**src/rtl/load_store_unit.sv**
```systemverilog
// rtl/load_store_unit.sv - byte/half/word load-store unit over a word memory (optional macro: LSU_ALIGN_CHECK_EN)
`timescale 1ns/1ps
module load_store_unit #(
  parameter int MEMORY_DEPTH = 64,
  parameter int DATA_WIDTH   = 32
) (
  input  logic                  clk,
  input  logic                  reset,
  input  logic                  Req_Valid,
  output logic                  Req_Ready,
  input  logic                  Req_Write,
  input  logic [1:0]            Req_Size,
  input  logic                  Req_Signed,
  input  logic [DATA_WIDTH-1:0] Req_Address,
  input  logic [DATA_WIDTH-1:0] Req_Wdata,
  output logic                  Rsp_Valid,
  output logic [DATA_WIDTH-1:0] Rsp_Data,
  output logic                  Rsp_Error,
  output logic                  Mem_Write_Enable,
  output logic [DATA_WIDTH-1:0] Mem_Address,
  output logic [DATA_WIDTH-1:0] Mem_Write_Data,
  input  logic [DATA_WIDTH-1:0] Mem_Read_Data
);

  localparam logic [1:0] SZ_BYTE = 2'b00;
  localparam logic [1:0] SZ_HALF = 2'b01;
  localparam logic [1:0] SZ_WORD = 2'b10;
  localparam logic [1:0] SZ_RSVD = 2'b11;

  typedef enum logic [1:0] {S_IDLE, S_ACCESS, S_DATA, S_RESP} state_t;

  state_t                r_state;
  state_t                w_next_state;

  // Latched request fields and response registers
  logic                  r_write;
  logic [1:0]            r_size;
  logic                  r_signed;
  logic [DATA_WIDTH-1:0] r_addr;
  logic [DATA_WIDTH-1:0] r_wdata;
  logic [DATA_WIDTH-1:0] r_rdata;
  logic                  r_err;

  logic                  w_accept;
  logic                  w_req_err;
  logic [DATA_WIDTH-1:0] w_word_idx;
  logic [DATA_WIDTH-1:0] w_addr_eff;
  logic [DATA_WIDTH-1:0] w_load_data;
  logic [DATA_WIDTH-1:0] w_merge_data;
  logic [7:0]            w_byte;
  logic [15:0]           w_half;

  assign w_accept   = Req_Valid && (r_state == S_IDLE);
  assign w_word_idx = Req_Address >> 2;

`ifdef LSU_ALIGN_CHECK_EN
  logic w_misaligned;

  // Misaligned half/word accesses are rejected
  always_comb begin
    w_misaligned = 1'b0;
    if (Req_Size == SZ_HALF) begin
      w_misaligned = Req_Address[0];
    end else if (Req_Size == SZ_WORD) begin
      w_misaligned = |Req_Address[1:0];
    end
  end

  assign w_addr_eff = Req_Address;
  assign w_req_err  = (Req_Size == SZ_RSVD) ||
                      (w_word_idx >= DATA_WIDTH'(MEMORY_DEPTH)) ||
                      w_misaligned;
`else
  // Misaligned half/word accesses are silently aligned down
  always_comb begin
    w_addr_eff = Req_Address;
    if (Req_Size == SZ_HALF) begin
      w_addr_eff[0] = 1'b0;
    end else if (Req_Size == SZ_WORD) begin
      w_addr_eff[1:0] = 2'b00;
    end
  end

  assign w_req_err = (Req_Size == SZ_RSVD) ||
                     (w_word_idx >= DATA_WIDTH'(MEMORY_DEPTH));
`endif

  // Extract the addressed lane of the read word and extend it
  always_comb begin
    w_byte      = Mem_Read_Data[{r_addr[1:0], 3'b000} +: 8];
    w_half      = Mem_Read_Data[{r_addr[1], 4'b0000} +: 16];
    w_load_data = Mem_Read_Data;
    case (r_size)
      SZ_BYTE: w_load_data = {{(DATA_WIDTH-8){r_signed & w_byte[7]}}, w_byte};
      SZ_HALF: w_load_data = {{(DATA_WIDTH-16){r_signed & w_half[15]}}, w_half};
      default: w_load_data = Mem_Read_Data;
    endcase
  end

  // Read-modify-write: drop the store lane into the word just read
  always_comb begin
    w_merge_data = Mem_Read_Data;
    if (r_size == SZ_BYTE) begin
      w_merge_data[{r_addr[1:0], 3'b000} +: 8] = r_wdata[7:0];
    end else begin
      w_merge_data[{r_addr[1], 4'b0000} +: 16] = r_wdata[15:0];
    end
  end

  // State register
  always_ff @(posedge clk) begin
    if (reset) begin
      r_state <= S_IDLE;
    end else begin
      r_state <= w_next_state;
    end
  end

  // Next state and memory/handshake strobes; reset masks the write strobe at once
  always_comb begin
    w_next_state     = r_state;
    Req_Ready        = 1'b0;
    Rsp_Valid        = 1'b0;
    Mem_Write_Enable = 1'b0;
    Mem_Write_Data   = '0;
    case (r_state)
      S_IDLE: begin
        Req_Ready = 1'b1;
        if (Req_Valid) begin
          w_next_state = w_req_err ? S_RESP : S_ACCESS;
        end
      end
      S_ACCESS: begin
        if (r_write && (r_size == SZ_WORD)) begin
          Mem_Write_Enable = 1'b1;
          Mem_Write_Data   = r_wdata;
          w_next_state     = S_RESP;
        end else begin
          w_next_state = S_DATA;
        end
      end
      S_DATA: begin
        if (r_write) begin
          Mem_Write_Enable = 1'b1;
          Mem_Write_Data   = w_merge_data;
        end
        w_next_state = S_RESP;
      end
      S_RESP: begin
        Rsp_Valid    = 1'b1;
        w_next_state = S_IDLE;
      end
      default: w_next_state = S_IDLE;
    endcase
    if (reset) begin
      Mem_Write_Enable = 1'b0;
    end
  end

  // Capture the request on accept and the load result in DATA
  always_ff @(posedge clk) begin
    if (reset) begin
      r_write  <= 1'b0;
      r_size   <= 2'b00;
      r_signed <= 1'b0;
      r_addr   <= '0;
      r_wdata  <= '0;
      r_rdata  <= '0;
      r_err    <= 1'b0;
    end else if (w_accept) begin
      r_write  <= Req_Write;
      r_size   <= Req_Size;
      r_signed <= Req_Signed;
      r_addr   <= w_addr_eff;
      r_wdata  <= Req_Wdata;
      r_rdata  <= '0;
      r_err    <= w_req_err;
    end else if ((r_state == S_DATA) && !r_write) begin
      r_rdata <= w_load_data;
    end
  end

  assign Mem_Address = r_addr >> 2;
  assign Rsp_Data    = (r_state == S_RESP) ? r_rdata : '0;
  assign Rsp_Error   = (r_state == S_RESP) ? r_err : 1'b0;

endmodule

```
**config.mk**
```make
export PLATFORM = sky130hd
export DESIGN_NAME = load_store_unit
export DESIGN_NICKNAME = d
export VERILOG_FILES = /design/src/rtl/load_store_unit.sv
export SDC_FILE = /design/constraint.sdc
export NUM_CORES = 1
export LEC_CHECK = 0
export CAP_MARGIN = 0
export CORE_UTILIZATION = 45
export DETAILED_ROUTE_END_ITERATION = 12
export PLACE_DENSITY = 0.81
export SETUP_SLACK_MARGIN = 0.1
export SYNTH_ARGS = -nofsm -noshare
export SYNTH_HDL_FRONTEND = slang
export SYNTH_SLANG_ARGS = --single-unit
```
**constraint.sdc**
```tcl
create_clock -name clk -period 3.7 [get_ports clk]
set_input_delay 0.925 -clock clk [delete_from_list [all_inputs] [get_ports clk]]
set_output_delay 0.925 -clock clk [all_outputs]
set_load 0.005 [all_outputs]
```
# --- Word-level counts from Yosys, hierarchy flattened ---
# Cells that the tools add are included.
totals:
  regBits: 103
  latchBits: 0
  mem_bits_rw: 0
  romBits: 0
  inputBits: 103
  out_inout_bits: 100
  word_cells: 58
  memories: 0
op_classes:
  n_addsub: 2
  n_mul: 0
  n_div: 0
  order_cmp: 1
  n_eq_ne: 9
  n_shift: 6
  n_mux: 22
  bitwise: 2
  reduce_logical: 8
ops:
  columns: ["cell", "count"]
  rows:
  - ["32-bit 2-to-1 mux", 4]
  - ["32-bit one-hot mux with 2 select lines", 2]
  - ["32-bit bitwise mux", 2]
  - ["16-bit by 7-bit variable shift with 32-bit output (first input constant)", 1]
  - ["8-bit by 7-bit variable shift with 32-bit output (first input constant)", 1]
  - ["16-bit by 7-bit indexed part select with 32-bit output", 1]
  - ["32-bit by 6-bit indexed part select with 16-bit output", 1]
  - ["32-bit by 6-bit indexed part select with 8-bit output", 1]
  - ["8-bit by 7-bit indexed part select with 32-bit output", 1]
  - ["30-bit by 7-bit >= comparator with 1-bit output (second input constant)", 1]
  - ["5-bit negator with 7-bit output", 2]
  - ["2-bit equality test (second input constant)", 5]
  - ["1-bit 2-to-1 mux", 9]
  - ["2-bit one-hot mux with 4 select lines", 1]
  - ["2-bit by 1-bit equality test with 1-bit output (second input constant)", 3]
  - ["2-bit 2-to-1 mux", 3]
  - ["2-bit zero test", 2]
  - ["1-bit logical AND", 3]
  - ["1-bit bitwise AND", 2]
  - ["2-bit inequality test (second input constant)", 1]
  - ["1-bit one-hot mux with 2 select lines", 1]
  - ["2-bit OR reduction", 1]
  - ["1-bit zero test", 1]
  - ["1-bit logical OR", 1]

# --- Longest topological paths before layout ---
logic_depth:
  ltp_word: 6
  depth_mapped: 8
  depth_no_buf: 6

# --- Worst setup path before layout ---
# Ideal clock, no wire load.
synth_timing:
  path_type: "register to output"
  startpoint: "reg r_addr[1]"
  endpoint: "out Mem_Write_Data[13]"
  t_arrival_ns: 2.019
  t_required_ns: 2.775
  path_slack_ns: 0.756
  stages_incl_launch_ff: 9
  path_buffers: 2
  cell_sequence: "dfxtp_1 buf_2 inv_1 ha_1 and4b_1 clkbuf_1 a221oi_1 o32a_1 nor2_1"
synth_via:
  elab_chain_cells: 6
  word_cells_on_any_way: 11
  classes_between: "add/sub: 2; shift: 4; mux: 5"
synth_rtl:
  columns: ["element", "line", "text"]
  rows:
  - ["from (decl)", "39", "logic [DATA_WIDTH-1:0] r_addr;"]
  - ["from (signal assigned)", "174", "r_addr <= w_addr_eff;"]
  - ["5-bit negator with 7-bit output (on tied branches)", "106, 104", null]
  - ["16-bit by 7-bit indexed part select with 32-bit output, or another cell as far along", "106", "w_merge_data[{r_addr[1], 4'b0000} +: 16] = r_wdata[15:0];"]
  - ["32-bit bitwise mux (on tied branches)", "106, 104", null]
  - ["32-bit 2-to-1 mux *", "103", "if (r_size == SZ_BYTE) begin"]
  - ["32-bit 2-to-1 mux *", "143", "if (r_write) begin"]
  - ["32-bit one-hot mux with 2 select lines *", "126", "case (r_state)"]
  - ["to (decl)", "21", "output logic [DATA_WIDTH-1:0] Mem_Write_Data,"]
# Mark *: on every way between the ends. The rest lies on a longest branch, timed or not.

# --- Worst setup path after layout ---
layout_timing:
  startpoint: "reg r_addr[0]"
  endpoint: "out Mem_Write_Data[5]"
layout_via:
  elab_chain_cells: 6
  word_cells_on_any_way: 7
  classes_between: "add/sub: 1; shift: 2; mux: 4"
layout_rtl:
  columns: ["element", "line", "text"]
  rows:
  - ["5-bit negator with 7-bit output *", "104", "w_merge_data[{r_addr[1:0], 3'b000} +: 8] = r_wdata[7:0];"]
  - ["8-bit by 7-bit indexed part select with 32-bit output / 8-bit by 7-bit variable shift with 32-bit output (equally long branches)", "104", null]
  - ["32-bit bitwise mux *", "104", null]
  - ["32-bit 2-to-1 mux *", "103", null]
  - ["32-bit 2-to-1 mux *", "143", null]
  - ["32-bit one-hot mux with 2 select lines *", "126", null]
# Marks and branches as above.

==> metrics.log <==
[metrics] worst clock skew on the final layout: around 0.013 ns
[metrics] Clock transition at path regs: ~0.070 ns
[metrics] Detailed Route WL: around 18 mm
[metrics] Core Region: 11500 sq um
[metrics] part of the power in combinational logic: 35.5%
[metrics] via count of the first global-routing pass: around 4900
[metrics] Fin. Hold Viols: 0
[metrics] Min Clock Period, post-route: 3.57 ns
[metrics] TritonCTS clock tree: built
[metrics] Boundary Pins: 203
[metrics] number of H-tree levels: 3
[metrics] max-slew violation count: 0
[metrics] portion of the clock cycle consumed by the worst path in the final layout: between 90 and 100%
[metrics] largest net degree at the start of global routing: 66
[metrics] synth-to-layout area growth: 44.9%
[metrics] Crit Path Category: flip-flop to output port
[metrics] area of all placed cells without fillers: a little under 8000 sq um
[metrics] total chip power: ~4000 uW
[metrics] kind of start point of the critical path: flip-flop
[metrics] detailed-route vias per instance: 6.06
[metrics] Placement Cell Area: between 7000 and 8000 sq um
[metrics] Worst Hold Margin: roughly 0.46 ns
[metrics] TritonCTS Buffers: 9
[metrics] fraction of power consumed by sequential logic: between 30% and 40%
[metrics] NetSw: roughly 1400 uW
[metrics] proportion of layout cells with a drive suffix above 1: 9.73%
[metrics] number of cells produced by synthesis: around 600
[metrics] Detail Placement HPWL: 13.1 mm
[metrics] post-route setup TNS: 0 ns
[metrics] number of flops mapped to enable cells by yosys: 0
[metrics] clock root cell: sky130_fd_sc_hd__clkbuf_16
[metrics] unrepaired setup endpoints after global routing: true
[metrics] nature of the critical path endpoint: output port
[metrics] port bufs: 200
[metrics] number of antenna violations at the first check in global routing: 0
[metrics] headroom to the max-slew limit: about 39%
[metrics] dominant synthesized flop cell: sky130_fd_sc_hd__dfxtp_1
[metrics] max capacitance violation total: 0
[metrics] first-pass GRT wire length: between 20 and 30 mm
[metrics] achievable frequency: between 200 and 300 MHz
[metrics] Final GP Congestion: 0.895
[metrics] static leakage: 0.00290 uW
[metrics] fraction of power consumed by the clock network: approximately a quarter
[metrics] count of routing violations after the opening detailed-route iteration: 500
[metrics] Tightest Hold Check Type: flip-flop to flip-flop
[metrics] pin slew with the least headroom to its limit: slightly above 0.9 ns
[metrics] net count of the finished layout: 859
[metrics] critical path fanouts, max: 9
[metrics] Vert. Die Dim: between 100 and 150 microns
[metrics] Tot GR Track Use: 29.0%
[metrics] die area: 12200 sq um
[metrics] wire length per cell after detailed routing: around 20 microns
[metrics] Clock Sinks: slightly above 100
[metrics] detailed-route via count: 5408
[metrics] post-synthesis average cell area: roughly 9.0 sq um
[metrics] fraction of the yosys area taken by sequential cells: approximately two fifths
[metrics] number of distinct standard cells referenced by the synthesized netlist: 53
[metrics] remaining design rule violation count: 0
[metrics] Seq cells post-synth: between 100 and 150
[metrics] data arrival time of the critical path: 2.64 ns
[metrics] die outline width: roughly 110 microns
[metrics] count of synthesis-stage warnings from yosys: 0
[metrics] antenna cells: 0
[metrics] cell area power density: between 500 and 600 nW/um^2
[metrics] final setup violating endpoints: 0
[metrics] Net Sw Frac: about a third
[metrics] initial core utilization: approximately 46%
[metrics] setup slack on the worst flop-to-flop path: between 1.5 and 2 ns
[metrics] row cnt: 39
[metrics] Worst EP required: roughly 2.8 ns
[metrics] detailed-router iteration count before antenna repair: 9
[metrics] VDD IR max: ~330 uV
[metrics] number of buffers on the longest clock path: 2
[metrics] Post-Synthesis Cell Area: around 5300 sq um
[metrics] clock latency on the worst-skew pair: 0.35 ns
[metrics] number of buffers inserted by hold repair at cts: 0
[metrics] result of the run: complete, no violations
[metrics] share of synthesized registers carrying an async set or reset: 0%
[metrics] post-detailed-route count of antenna-violating nets: 0
[metrics] Int Power: 2650 uW
[metrics] aggregate global routing overflow: 0
## critical path: stages (launching register included)
cell and delay, ns:
sky130_fd_sc_hd__dfxtp_1 0.32, sky130_fd_sc_hd__buf_4 0.17, sky130_fd_sc_hd__or3_4 0.37, sky130_fd_sc_hd__or4_4 0.51, sky130_fd_sc_hd__a21oi_4 0.24, sky130_fd_sc_hd__a22o_2 0.19, sky130_fd_sc_hd__clkdlybuf4s50_1 0.49
## synth_stat cells (8+ instances only)
library cell	number	area share [%]
sky130_fd_sc_hd__o32a_1	8	1.5
sky130_fd_sc_hd__nand3b_1	8	1.1
sky130_fd_sc_hd__buf_4	32	4.5
sky130_fd_sc_hd__a221o_1	8	1.5
sky130_fd_sc_hd__mux2i_1	10	1.9
sky130_fd_sc_hd__nand2_1	29	2.0
sky130_fd_sc_hd__a21oi_1	61	5.7
sky130_fd_sc_hd__nor3_1	12	1.1
sky130_fd_sc_hd__ha_1	9	2.1
sky130_fd_sc_hd__nor2_1	21	1.5
sky130_fd_sc_hd__o21ai_0	26	2.4
sky130_fd_sc_hd__clkbuf_1	34	2.4
sky130_fd_sc_hd__and2_1	35	4.1
sky130_fd_sc_hd__dfxtp_1	103	39
sky130_fd_sc_hd__buf_2	9	0.85
sky130_fd_sc_hd__a22oi_1	15	2.1
sky130_fd_sc_hd__a22o_1	67	11
sky130_fd_sc_hd__a222oi_1	15	2.8
sky130_fd_sc_hd__inv_1	15	1.1
## path summary, 6_finish.rpt
check,start,endpoint,cells past startpoint
worst max register to register,r_addr[1]$_SDFFE_PP0P_,r_rdata[12]$_SDFFE_PP0P_,5
worst min-delay path,r_err$_SDFFE_PP0P_,r_err$_SDFFE_PP0P_,2
worst max-delay path,r_addr[0]$_SDFFE_PP0P_,Mem_Write_Data[5],6
worst min register to register,r_err$_SDFFE_PP0P_,r_err$_SDFFE_PP0P_,2
## cell families after synthesis
kind of cell | count (synthesis) | share of synthesized area (%)
AOI/OAI and AO/OA | 232 | 32.6
and+or+nand+nor | 132 | 13.6
DFF | 103 | 38.8
buffers and inverters | 97 | 9.32
muxes | 17 | 3.37
adders and majority gates | 9 | 2.12
other | 1 | 0.0706
xor gates and xnor gates | 1 | 0.165
## layout by cell type, fill, tap and decap left out, drive strengths merged, types with 2 or more instances in the layout
| cell type | count |
|---|---|
| nor2 | 22 |
| clkbuf | 10 |
| conb | 2 |
| nand3b | 8 |
| inv | 17 |
| or3b | 2 |
| a211oi | 2 |
| mux2 | 7 |
| a222oi | 15 |
| a21oi | 62 |
| dlymetal6s2s | 5 |
| nor2b | 5 |
| nor3 | 12 |
| and2 | 35 |
| a32o | 2 |
| nand2b | 3 |
| and4b | 2 |
| nand3 | 2 |
| o21ai | 26 |
| o32a | 8 |
| nor4 | 6 |
| ha | 9 |
| o21bai | 2 |
| buf | 23 |
| a221o | 8 |
| a22o | 74 |
| a22oi | 15 |
| nand2 | 29 |
| bufinv | 3 |
| dfxtp | 103 |
| clkdlybuf4s50 | 195 |
| a221oi | 2 |
| o211ai | 8 |
| o22ai | 2 |
| mux2i | 10 |
## timing repair
action	CTS	global route
buffers inserted	0	5
setup endpoints to repair	17	31
hold endpoints to repair	0	0
pin swaps	1	5
gates cloned	0	1
gates resized for setup	4	16
## sequential cells by signal (all words and copies together), names as in the netlist
name      count
r_addr       32
r_rdata      32
r_wdata      32
r_size        2
r_state       2
r_err         1
r_signed      1
r_write       1
## area by class of cell
cell class              count  area, sq um
clock buffers               9          225
clock inverters             5          106
fillers                   931         3760
inverters                  16         60.1
multi-input cells         393         2830
flip-flops and latches    103         2070
well taps                 143          179
repair buffers            224         2240
## power groups by stage
stage	clock network, uW	logic (uW)	registers (uW)
after floorplan	0	920	1470
after global placement	0	1340	1530
after detailed placement	0	1370	1540
after CTS	1080	1380	1520
after global routing	1140	1560	1560
final	1080	1440	1530
## routing by layer
metal  up-vias  GRT usage [%]  share of wire, %
li1       2514              -                 -
met1      2573           39.6                43
met2       289           45.1                47
met3        32           5.30               7.5
met4         0           11.9               2.8
met5         -              0                 0
## through the flow
| step | std cells | setup slack, ns | util [%] |
|---|---|---|---|
| after CTS | 887 | 0.0976 | 66.1 |
| after detailed placement | 873 | 0.195 | 63.1 |
| after global placement | 873 | 0.132 | 63.1 |
| final | 893 | 0.131 | 67.2 |
| after global routing | 893 | 0.0794 | 67.2 |
| after floorplan | 593 | 0.756 | - |
Note: power is estimated with default switching activity, not from simulation.
